## src/rtl/mem_stage_lsu.sv

```systemverilog
// MEM-stage load/store unit: EX op -> data-memory access -> extended load data/exception to writeback.
// Latency: accept->rsp_valid 1 cycle for illegal ops, >=2 cycles for memory accesses (ack-dependent, bounded by TIMEOUT).
// Backpressure: req_ready only in IDLE; rsp_* held stable until rsp_ready, one op in flight at a time.
module mem_stage_lsu #(
    parameter int          TIMEOUT = 16,
    parameter logic [31:0] ADDR_LO = 32'h0000_0000,
    parameter logic [31:0] ADDR_HI = 32'h0000_2FFF
) (
    input  logic        clk,
    input  logic        reset_n,
    input  logic        req_valid,
    output logic        req_ready,
    input  logic [2:0]  req_op,
    input  logic [31:0] req_addr,
    input  logic [31:0] req_wdata,
    input  logic [4:0]  req_dst,
    output logic        mem_req,
    output logic        mem_we,
    output logic [31:0] mem_addr,
    output logic [3:0]  mem_be,
    output logic [31:0] mem_wdata,
    input  logic        mem_ack,
    input  logic [31:0] mem_rdata,
    output logic        rsp_valid,
    input  logic        rsp_ready,
    output logic [31:0] rsp_data,
    output logic [4:0]  rsp_dst,
    output logic [1:0]  rsp_exc,
    output logic        busy
);
    localparam int CW = (TIMEOUT > 1) ? $clog2(TIMEOUT) : 1;
    localparam logic [CW-1:0] CNT_LAST = CW'(TIMEOUT - 1);

    localparam logic [2:0] OP_LW = 3'd0, OP_LH = 3'd1, OP_LB = 3'd2;
    localparam logic [2:0] OP_SW = 3'd3, OP_SH = 3'd4, OP_SB = 3'd5;

    typedef enum logic [1:0] {IDLE, ACCESS, RESP} state_t;

    state_t          state;
    logic [2:0]      op_q;
    logic [1:0]      lo_q;
    logic [4:0]      dst_q;
    logic [CW-1:0]   cnt;

    logic            is_store, is_rsvd, misalign, in_range, illegal;
    logic [31:0]     word_addr;
    logic [3:0]      be_n;
    logic [31:0]     wdata_n;
    logic [31:0]     load_ext;

    assign req_ready = (state == IDLE);
    assign busy      = (state != IDLE);

    assign word_addr = {req_addr[31:2], 2'b00};
    assign is_store  = (req_op == OP_SW) || (req_op == OP_SH) || (req_op == OP_SB);
    assign is_rsvd   = (req_op[2:1] == 2'b11);
    assign misalign  = (((req_op == OP_LW) || (req_op == OP_SW)) && (req_addr[1:0] != 2'b00)) ||
                       (((req_op == OP_LH) || (req_op == OP_SH)) && req_addr[0]);
    // Offset compare handles both bounds in one unsigned test (wraps below ADDR_LO).
    assign in_range  = ((word_addr - ADDR_LO) <= (ADDR_HI - 32'd3 - ADDR_LO));
    assign illegal   = is_rsvd || misalign || !in_range;

    always_comb begin
        be_n    = 4'hF;
        wdata_n = 32'h0;
        case (req_op)
            OP_SW: wdata_n = req_wdata;
            OP_SH: begin
                be_n    = req_addr[1] ? 4'hC : 4'h3;
                wdata_n = {2{req_wdata[15:0]}};
            end
            OP_SB: begin
                be_n    = 4'b0001 << req_addr[1:0];
                wdata_n = {4{req_wdata[7:0]}};
            end
            default: be_n = 4'hF;
        endcase
    end

    always_comb begin
        load_ext = mem_rdata;
        case (op_q)
            OP_LH: load_ext = lo_q[1] ? {{16{mem_rdata[31]}}, mem_rdata[31:16]}
                                      : {{16{mem_rdata[15]}}, mem_rdata[15:0]};
            OP_LB: begin
                case (lo_q)
                    2'd0:    load_ext = {{24{mem_rdata[7]}},  mem_rdata[7:0]};
                    2'd1:    load_ext = {{24{mem_rdata[15]}}, mem_rdata[15:8]};
                    2'd2:    load_ext = {{24{mem_rdata[23]}}, mem_rdata[23:16]};
                    default: load_ext = {{24{mem_rdata[31]}}, mem_rdata[31:24]};
                endcase
            end
            default: load_ext = mem_rdata;
        endcase
    end

    always_ff @(posedge clk or negedge reset_n) begin
        if (!reset_n) begin
            state     <= IDLE;
            op_q      <= 3'd0;
            lo_q      <= 2'd0;
            dst_q     <= 5'd0;
            cnt       <= '0;
            mem_req   <= 1'b0;
            mem_we    <= 1'b0;
            mem_addr  <= 32'h0;
            mem_be    <= 4'h0;
            mem_wdata <= 32'h0;
            rsp_valid <= 1'b0;
            rsp_data  <= 32'h0;
            rsp_dst   <= 5'd0;
            rsp_exc   <= 2'd0;
        end else begin
            case (state)
                IDLE: begin
                    if (req_valid) begin
                        op_q  <= req_op;
                        lo_q  <= req_addr[1:0];
                        dst_q <= req_dst;
                        if (illegal) begin
                            state     <= RESP;
                            rsp_valid <= 1'b1;
                            rsp_data  <= 32'h0;
                            rsp_dst   <= 5'd0;
                            rsp_exc   <= is_store ? 2'd2 : 2'd1;
                        end else begin
                            state     <= ACCESS;
                            cnt       <= '0;
                            mem_req   <= 1'b1;
                            mem_we    <= is_store;
                            mem_addr  <= word_addr;
                            mem_be    <= be_n;
                            mem_wdata <= wdata_n;
                        end
                    end
                end
                ACCESS: begin
                    if (mem_ack || (cnt == CNT_LAST)) begin
                        state     <= RESP;
                        mem_req   <= 1'b0;
                        mem_we    <= 1'b0;
                        mem_addr  <= 32'h0;
                        mem_be    <= 4'h0;
                        mem_wdata <= 32'h0;
                        rsp_valid <= 1'b1;
                        // An ack on the final timeout cycle still counts as a normal completion.
                        if (mem_ack && !mem_we) begin
                            rsp_data <= load_ext;
                            rsp_dst  <= dst_q;
                            rsp_exc  <= 2'd0;
                        end else begin
                            rsp_data <= 32'h0;
                            rsp_dst  <= 5'd0;
                            rsp_exc  <= mem_ack ? 2'd0 : 2'd3;
                        end
                    end else begin
                        cnt <= cnt + CW'(1);
                    end
                end
                RESP: begin
                    if (rsp_ready) begin
                        state     <= IDLE;
                        rsp_valid <= 1'b0;
                        rsp_data  <= 32'h0;
                        rsp_dst   <= 5'd0;
                        rsp_exc   <= 2'd0;
                    end
                end
                default: state <= IDLE;
            endcase
        end
    end
endmodule
```

## config.mk

```make
export PLATFORM = sky130hd
export DESIGN_NAME = mem_stage_lsu
export DESIGN_NICKNAME = d
export VERILOG_FILES = /design/src/rtl/mem_stage_lsu.sv
export SDC_FILE = /design/constraint.sdc
export NUM_CORES = 1
export LEC_CHECK = 0
export BUFFER_PORTS_ARGS = -buffer_cell sky130_fd_sc_hd__buf_4
export CAP_MARGIN = 20
export CORE_ASPECT_RATIO = 2
export CORE_MARGIN = 2
export CORE_UTILIZATION = 54
export DETAILED_ROUTE_END_ITERATION = 8
export HOLD_SLACK_MARGIN = 0.02
export PLACE_DENSITY = 0.83
export SYNTH_ARGS = -nofsm -noshare
export SYNTH_HDL_FRONTEND = slang
export SYNTH_SLANG_ARGS = --single-unit
```

## constraint.sdc

```tcl
create_clock -name clk -period 3.3 [get_ports clk]
set_input_delay 0 -clock clk [delete_from_list [all_inputs] [get_ports clk]]
set_output_delay 0 -clock clk [all_outputs]
set_load 0.03 [all_outputs]
```

==> metrics.txt <==
synthesized flop and latch total 124; hold_buf cts 83; Fin. Hold Viols 0; Bufs on Longest Clock Path 2; P&R area growth vs syn 52.92%; Mapped Area 0.005993 sq mm; Multi-input gate area 0.002549 sq mm; core area 0.01088 sq mm; initial antenna violation count 1; Final setup viols 0; Overflow after GRT 0; WHS Path Cells 3; run status finished, final reports clean; fraction of registers with async set or reset after synthesis 100.0%; Avg Inst Size Synth 11.48 sq um; area of the die 0.01201 sq mm; R2R depth 9; Inserted Clock Buffers 17; Initial Utilization 55.10%; max cap viols 0; clk slew on worst S/H paths 60 ps; Hold/Removal Path Class in -> reg; fin nets 932; crit path max fanout 14; most frequent cells in the layout buf_4, dfrtp_1, dlygate4sd3_1; WHS 33.37 ps; RSZ-0062 raised after global routing false; Worst Skew 11.06 ps; fin crit period 2761 ps; Port Buffer Count 218; CP arrival 3070 ps; Routability Congestion 0.8616; vias in the first global route 6113; fin. max-slew vios 0; EDFF count, synth 0; crit share post-route 83.68%; # rows 54; CTS Sinks 124; routed wire length per instance 21.27 microns; Max IR drop VDD 524.6 uV; Setup TNS Final 0 ps; Lkg Pwr 4.490 nW; fill count 550; headroom to the max-slew limit 39.38%; Vias/cell 5.882; clk root buf clkbuf_16; CTS tree done; DRT iter0 DRCs 256; H-tree lvl count 4; Unique masters post-synth 58; # DRC 0; vias post-DR 5723; critical path launch point type flip-flop; largest net degree at the start of global routing 73; Seq/Total Area, Yosys 51.77%; most common cell after layout, fill and taps aside buf_4; Worst setup EP type flip-flop; Tot GR Track Use 35.37%; Critical Path RT 3610 ps; DIE HEIGHT 153.0 microns; cell count after synthesis 522; fin util 84.25%; Post-CTS Setup Repair Bufs 0; # IOs 221; first-pass GRT wire length 32350 microns; Crit Path Class reg -> reg; Die Wd 78.50 microns; Post-synth top flop dfrtp_1; FF+latch area 0.003103 sq mm; Antenna Nets Post-Route 0; Synth Warn # 0; Clock Latency Late Sink 410 ps; DRT Pass-1 Iters 5; total of cells resized after clock tree synthesis 0; Detailed Place HPWL 13050 microns; final WL 20700 microns; PwrDens 548.6 mW/mm^2; Worst Tran Pin Value 909.3 ps; layout cells sized above 1 35.58%; highest clock rate 362.1 MHz
==> per-stage QoR <==
stage,power [W],worst slack [ps],cells,instance area [sq um]
CTS,0.004981,508.5,970,9136
global route,0.005221,380.2,973,9165
detailed placement,0.003040,547.4,855,7710
finish,0.005028,538.7,973,9165
global placement,0.003000,651.7,855,7710
floorplan,0.002700,871.8,523,5997
==> layer usage <==
layer  up-vias  GRT usage [%]  share of wire [%]
li1       2488              -                  -
met1      2802          36.71                 33
met2       348          64.82                 55
met3        85          7.320                6.6
met4         0          19.13                5.7
met5         -              0                  0
==> synthesized netlist by cell type (all sizes together), types with 4 or more instances <==
cell	number	area (sq um)
o21ai	32	160.2
a21oi	24	120.1
mux2i	48	480.5
inv	39	146.4
nand2b	7	43.79
o221ai	8	70.07
clkbuf	16	60.06
buf	20	150.1
ha	4	50.05
nor3	6	35.03
a22oi	8	60.06
mux4	8	180.2
mux2	17	191.4
and2	18	112.6
nand2	12	45.04
nor2	32	120.1
nor4	5	46.29
o22ai	8	50.05
a22o	20	175.2
dfrtp	124	3103
o2bb2ai	28	245.2
and3	5	31.28
==> path summary, 6_finish.rpt <==
| check | startpoint | end | slack [ps] |
|---|---|---|---|
| worst max-delay path | state[1] | rsp_dst[0] | 540 |
| worst min-delay path | mem_rdata[9] | rsp_data[9] | 30 |
| worst max register to register | state[1] | rsp_dst[0] | 540 |
| worst min register to register | mem_req | mem_req | 490 |
| max in group asynchronous | reset_n | rsp_exc[1] | 2210 |
| min in group asynchronous | reset_n | rsp_data[28] | 270 |
==> state kept, by name, indices dropped and copies added (netlist names), 3 cells and up <==
register / flops
rsp_data: 32
mem_addr: 30
dst_q: 5
mem_be: 4
op_q: 3
cnt: 4
mem_wdata: 32
rsp_dst: 5
==> critical path, cell delays in order, from the launching register on <==
cell and delay [ps]:
dfrtp_1 390, inv_1 120, ha_1 380, nand2b_1 210
or2_2 380, and3_1 210, o311ai_4 200, buf_6 260
buf_4 280, mux2i_1 240
==> report_power, final <==
part | switching [W] | internal [W] | leakage [nW]
Sequential | 0.0000991 | 0.00161 | 1.71
Combinational | 0.000779 | 0.000671 | 2.51
Clock | 0.000714 | 0.00116 | 0.279
Total | 0.00159 | 0.00344 | 4.49
==> cells by family after synthesis <==
group,synth area share (%)
other,0.06257
muxes,14.22
buffers and inverters,5.950
adders and majority gates,0.8351
AOI/OAI and AO/OA,18.33
DFF,51.77
xor gates and xnor gates,0.1462
and+or+nand+nor,8.685
==> final cells by class <==
| type | instances | area share (%) |
|---|---|---|
| Antenna cell | 1 | 0.02730 |
| Inverter | 39 | 1.597 |
| Multi-Input combinational cell | 324 | 27.81 |
| Timing Repair Buffer | 313 | 28.30 |
| Clock inverter | 12 | 1.515 |
| Tap cell | 140 | 1.911 |
| Sequential cell | 124 | 33.86 |
| Clock buffer | 20 | 4.983 |
No activity file was read; power rests on OpenSTA's default activity.
